File: config.mk
export PLATFORM = sky130hd
export DESIGN_NAME = kypd_move_ctrl
export DESIGN_NICKNAME = d
export VERILOG_FILES = /design/src/rtl/kypd_move_ctrl.sv
export SDC_FILE = /design/constraint.sdc
export NUM_CORES = 1
export LEC_CHECK = 0
export BUFFER_PORTS_ARGS = -buffer_cell sky130_fd_sc_hd__buf_4
export CORE_AREA = 10 10 87 81
export CTS_BUF_LIST = sky130_fd_sc_hd__clkbuf_4 sky130_fd_sc_hd__clkbuf_8
export CTS_CLUSTER_DIAMETER = 100
export DETAILED_ROUTE_END_ITERATION = 8
export DIE_AREA = 0 0 97 91
export MAX_ROUTING_LAYER = met4
export PLACE_DENSITY = 0.6
export RECOVER_POWER = 25
export SLEW_MARGIN = 20
export SYNTH_ARGS = -nofsm -noshare
export SYNTH_HDL_FRONTEND = slang
export SYNTH_SLANG_ARGS = --single-unit
File: constraint.sdc
create_clock -name clk -period 2 [get_ports clk]
set_input_delay 0.3 -clock clk [delete_from_list [all_inputs] [get_ports clk]]
set_output_delay 0.3 -clock clk [all_outputs]
set_load 0.01 [all_outputs]
File: src/rtl/kypd_move_ctrl.sv
// Debounces keypad codes into one-shot Connect-4 move requests (req/ack) and a pop-mode arm toggle.
// A key is accepted STABLE_CYCLES edges after it is first seen; a release must be equally stable before the next press.
module kypd_move_ctrl #(
    parameter int STABLE_CYCLES = 2_000_000,
    parameter int NUM_COLS      = 7,
    parameter int ACK_TIMEOUT   = 0,
    parameter int CNT_W         = 24
) (
    input  logic       clk,
    input  logic       rst,
    input  logic [3:0] key_code,
    input  logic       key_valid,
    input  logic       move_ack,
    output logic       move_req,
    output logic [2:0] move_col,
    output logic       move_pop,
    output logic       pop_armed,
    output logic       busy,
    output logic       err_pulse
);

    typedef enum logic [1:0] {IDLE, DEBOUNCE, REQ, RELEASE} state_t;

    localparam logic [CNT_W-1:0] STABLE_LAST  = CNT_W'(STABLE_CYCLES - 1);
    localparam logic [CNT_W-1:0] ACK_LAST     = CNT_W'(ACK_TIMEOUT - 1);
    localparam logic [CNT_W-1:0] CNT_MAX      = '1;
    localparam logic [3:0]       MAX_COL_CODE = 4'(NUM_COLS);

    state_t           state, state_nxt;
    logic [CNT_W-1:0] cnt, cnt_nxt, cnt_inc;
    logic [3:0]       code_q, code_nxt;

    logic       req_nxt, pop_nxt, armed_nxt, err_nxt, busy_nxt;
    logic [2:0] col_nxt;

    logic stable_hit, accept, ack_hit, timeout, is_move, is_pop_key;

    assign cnt_inc    = (cnt == CNT_MAX) ? cnt : cnt + 1'b1;
    assign stable_hit = key_valid && (key_code == code_q);
    assign is_move    = (code_q != 4'h0) && (code_q <= MAX_COL_CODE);
    assign is_pop_key = (code_q == 4'hA);
    assign accept     = (state == DEBOUNCE) && stable_hit && (cnt == STABLE_LAST);
    assign ack_hit    = (state == REQ) && move_ack;
    // Ack on the same edge as the timeout wins, so timeout requires no ack.
    assign timeout    = (state == REQ) && !move_ack && (ACK_TIMEOUT != 0) && (cnt == ACK_LAST);

    always_ff @(posedge clk) begin
        if (rst) begin
            state     <= IDLE;
            cnt       <= '0;
            code_q    <= 4'h0;
            move_req  <= 1'b0;
            move_col  <= 3'd0;
            move_pop  <= 1'b0;
            pop_armed <= 1'b0;
            busy      <= 1'b0;
            err_pulse <= 1'b0;
        end else begin
            state     <= state_nxt;
            cnt       <= cnt_nxt;
            code_q    <= code_nxt;
            move_req  <= req_nxt;
            move_col  <= col_nxt;
            move_pop  <= pop_nxt;
            pop_armed <= armed_nxt;
            busy      <= busy_nxt;
            err_pulse <= err_nxt;
        end
    end

    always_comb begin
        state_nxt = state;
        cnt_nxt   = cnt;
        code_nxt  = code_q;
        case (state)
            IDLE: begin
                if (key_valid) begin
                    code_nxt  = key_code;
                    cnt_nxt   = '0;
                    state_nxt = DEBOUNCE;
                end
            end
            DEBOUNCE: begin
                if (!stable_hit) begin
                    cnt_nxt   = '0;
                    state_nxt = IDLE;
                end else if (accept) begin
                    cnt_nxt   = '0;
                    state_nxt = is_move ? REQ : RELEASE;
                end else begin
                    cnt_nxt = cnt_inc;
                end
            end
            REQ: begin
                if (ack_hit || timeout) begin
                    cnt_nxt   = '0;
                    state_nxt = RELEASE;
                end else begin
                    cnt_nxt = cnt_inc;
                end
            end
            RELEASE: begin
                // Any held key restarts the release window; codes seen here are discarded.
                if (key_valid) begin
                    cnt_nxt = '0;
                end else if (cnt == STABLE_LAST) begin
                    cnt_nxt   = '0;
                    state_nxt = IDLE;
                end else begin
                    cnt_nxt = cnt_inc;
                end
            end
            default: begin
                cnt_nxt   = '0;
                state_nxt = IDLE;
            end
        endcase
    end

    always_comb begin
        req_nxt   = move_req;
        col_nxt   = move_col;
        pop_nxt   = move_pop;
        armed_nxt = pop_armed;
        err_nxt   = 1'b0;
        busy_nxt  = (state_nxt != IDLE);
        if (accept) begin
            if (is_move) begin
                req_nxt = 1'b1;
                col_nxt = code_q[2:0] - 3'd1;
                pop_nxt = pop_armed;
            end else if (is_pop_key) begin
                armed_nxt = ~pop_armed;
            end else begin
                err_nxt = 1'b1;
            end
        end
        if (ack_hit) begin
            req_nxt   = 1'b0;
            armed_nxt = 1'b0;
        end
        if (timeout) begin
            req_nxt = 1'b0;
            err_nxt = 1'b1;
        end
    end

endmodule
==> results.cfg <==
[status]
outcome = complete, no violations

[setup_path]
critPathMaxFanout = 3
start_kind = flop
r2r-end = busy$_SDFF_PP0_
r2r_slack_ps = 60
arrival_ps = 2120
cp-endpoint = busy$_SDFF_PP0_
startpoint = cnt[14]$_SDFFE_PP0P_
cp-end-kind = flop
reg2reg_from = cnt[14]$_SDFFE_PP0P_
rr_worst_depth = 7
crit_type = reg -> reg
required_ps = 2180

[yosys]
syn_area_per_cell_um2 = 8.16
synth_most_common_cell = dfxtp_1
synth_top_area_frac = 0.364
syn_area_mm2 = 0.00209
synth_common_cells = dfxtp_1 (38), a21oi_1 (21), nand3_1 (20), nor2_1 (20), nand2_1 (18)
yosys_warnings = 0
async_flop_share = 0
ys.flop_type = dfxtp_1
synth_area_leader_cell = dfxtp_1
synth_fp_nets = 268
yosysUniqueCellTypes = 51
synth-edff-count = 0
ys_seq_area_frac = 0.364
synth-seq-cells = 38
synth_cells = 256
yosys-top-cells-area = dfxtp_1 (36%), a21oi_1 (5.0%), nand3_1 (4.8%), nor2_1 (3.6%), nand2_1 (3.2%)

[clocking]
cts_sinks = 38
clk_transition_reported_paths_ps = 80
insertion_delay_ps = 300
h-tree-depth = 2
hold_buffers = 0
clock_path_buffers = 2
cts_tree = done
cts_root_buffer = clkbuf_8
cts_buffers = 5

[drt]
wl_per_cell_um = 13.9
vias = 2070
first_pass_iters = 5
viasPerCell = 5.46
first_iter_violations = 143
drcViolationCount = 0
detail-route-antenna-nets = 0
routed_wl_mm = 5.27

[floorplan]
dieArea_mm2 = 0.00883
core_mm2 = 0.00522
die-height_um = 91
start_util = 0.400
ios = 16
die_w_um = 97
num_rows = 25

[final_layout]
final_cells = 379
drive_above_1_share = 0.311
postLayoutCellArea_mm2 = 0.00276
n_antenna_cell = 0
layout.nets = 324
area_growth_pct = 32.3
post-route-util = 0.529

[grt]
grtUsageTotal = 0.124
grt_pass1_wl_mm = 9.20
grt_max_degree = 18
grt.overflow.total = 0
grt_antenna_before_repair = 0
grt_pass1_vias = 2013

[sta]
worst_pin_slew_ps = 572
setup_viol = 0
hold_viol_final = 0
tns_ps = 0
clock_skew_ps = 6.53
max_slew_margin = 0.618
fmax_mhz = 516
fin_crit_sh = 0.969
rsz0062_at_grt = yes
final_max_slew_viol_count = 0
period_needed_ps = 1940

[pwr]
power_leakage_nw = 1.03
power_w = 0.00139
ir_drop_mv = 0.288
power_density_mw_per_mm2 = 501

[place]
gp_congestion = 0.863
io_buffers = 15
dp_cells = 368
placedInstanceArea_mm2 = 0.00256
dp_hpwl_mm = 3.90

[hold_path]
hold_class = in -> reg

[flow_run]
maxCapViolCount = 0
[cell usage in the layout, fill, tap and decap left out, types with 3 or more instances in the layout]
master / instances
inv_1: 12
clkbuf_8: 5
dfxtp_2: 10
nor3_1: 9
buf_4: 51
xor2_1: 3
clkbuf_1: 8
nand4_1: 6
nor2_1: 20
nor2b_1: 5
dfxtp_1: 28
xnor2_1: 3
buf_6: 3
a21o_1: 3
o21ai_0: 7
a21oi_1: 21
mux2i_1: 4
a31oi_1: 10
nor4_2: 4
o21ai_1: 5
a41oi_2: 3
or3_1: 7
ha_1: 3
nand2_1: 17
and3_1: 4
nand3_1: 17
[layout make-up]
cell class	instances	area, um2
Multi-Input combinational cell	192	1320
Timing Repair Buffer	63	462
Sequential cell	38	773
Clock inverter	2	10.0
Clock buffer	5	68.8
Fill cell	502	2460
Inverter	12	45.0
Tap cell	67	83.8
[timing repair]
action,in CTS,in global routing
endpoints found under the setup margin,8,31
setup buffers,2,2
resized for setup,6,24
hold endpoints to repair,0,0
pin swaps,5,8
[worst min path at each step]
| stage | startpoint | to | slack (ps) | depth (start not counted) |
|---|---|---|---|---|
| 2_1_floorplan | key_code[1] | code_q[1]$_SDFFE_PP0P_ | 440 | 2 |
| 3_3_place_gp | move_col[1]$_SDFFE_PP0P_ | move_col[1]$_SDFFE_PP0P_ | 450 | 2 |
| 3_5_place_dp | move_col[1]$_SDFFE_PP0P_ | move_col[1]$_SDFFE_PP0P_ | 450 | 2 |
| 4_1_cts | key_code[0] | code_q[0]$_SDFFE_PP0P_ | 240 | 3 |
| 5_1_grt | key_code[0] | code_q[0]$_SDFFE_PP0P_ | 250 | 3 |
| 6_report | key_code[1] | code_q[1]$_SDFFE_PP0P_ | 250 | 3 |
[stage by stage]
stage	worst slack, ps	hold WS, ps
after detailed placement	-44.7	447
after CTS	-16.3	243
final	62.5	249
after global routing	-38.3	253
after floorplan	25.6	439
after global placement	-39.5	447
[cell families (layout without fill, tap and decap cells)]
group / count (synthesis) / after routing / synth area share
simple gates: 112 / 112 / 0.301
compound gates: 66 / 66 / 0.204
flops: 38 / 38 / 0.364
buf+inv: 26 / 82 / 0.0629
fa+ha+maj: 4 / 4 / 0.0240
xor+xnor: 6 / 6 / 0.0252
mux: 4 / 4 / 0.0192
[worst max-delay path: stages, from the launching register on]
cell and delay, ps:
dfxtp_2 330, nor4_2 290, nand4_1 190, buf_4 200, o311a_1 340, o2bb2ai_1 150
a21oi_1 90, or2_1 240
[sequential cells by signal, indices dropped and copies added (netlist names)]
| signal | count |
|---|---|
| busy | 1 |
| cnt | 24 |
| move_pop | 1 |
| pop_armed | 1 |
| state | 2 |
| err_pulse | 1 |
| code_q | 4 |
| move_req | 1 |
| move_col | 3 |
[report_power, final]
part           switching [W]  internal (W)  total, W  leakage (nW)
sequential        0.00000712      0.000764  0.000771         0.312
clock               0.000276      0.000234  0.000510        0.0438
combinational      0.0000620     0.0000425  0.000104         0.677
[per-layer routing]
metal | wire length, um | vias to the layer above | track usage
li1 | - | 1055 | -
met1 | 2680 | 982 | 0.153
met2 | 2380 | 29 | 0.192
met3 | 164 | 4 | 0.0348
met5 | 0 | - | -
met4 | 44 | 0 | 0.0369
(Power assumes the default switching activity.)
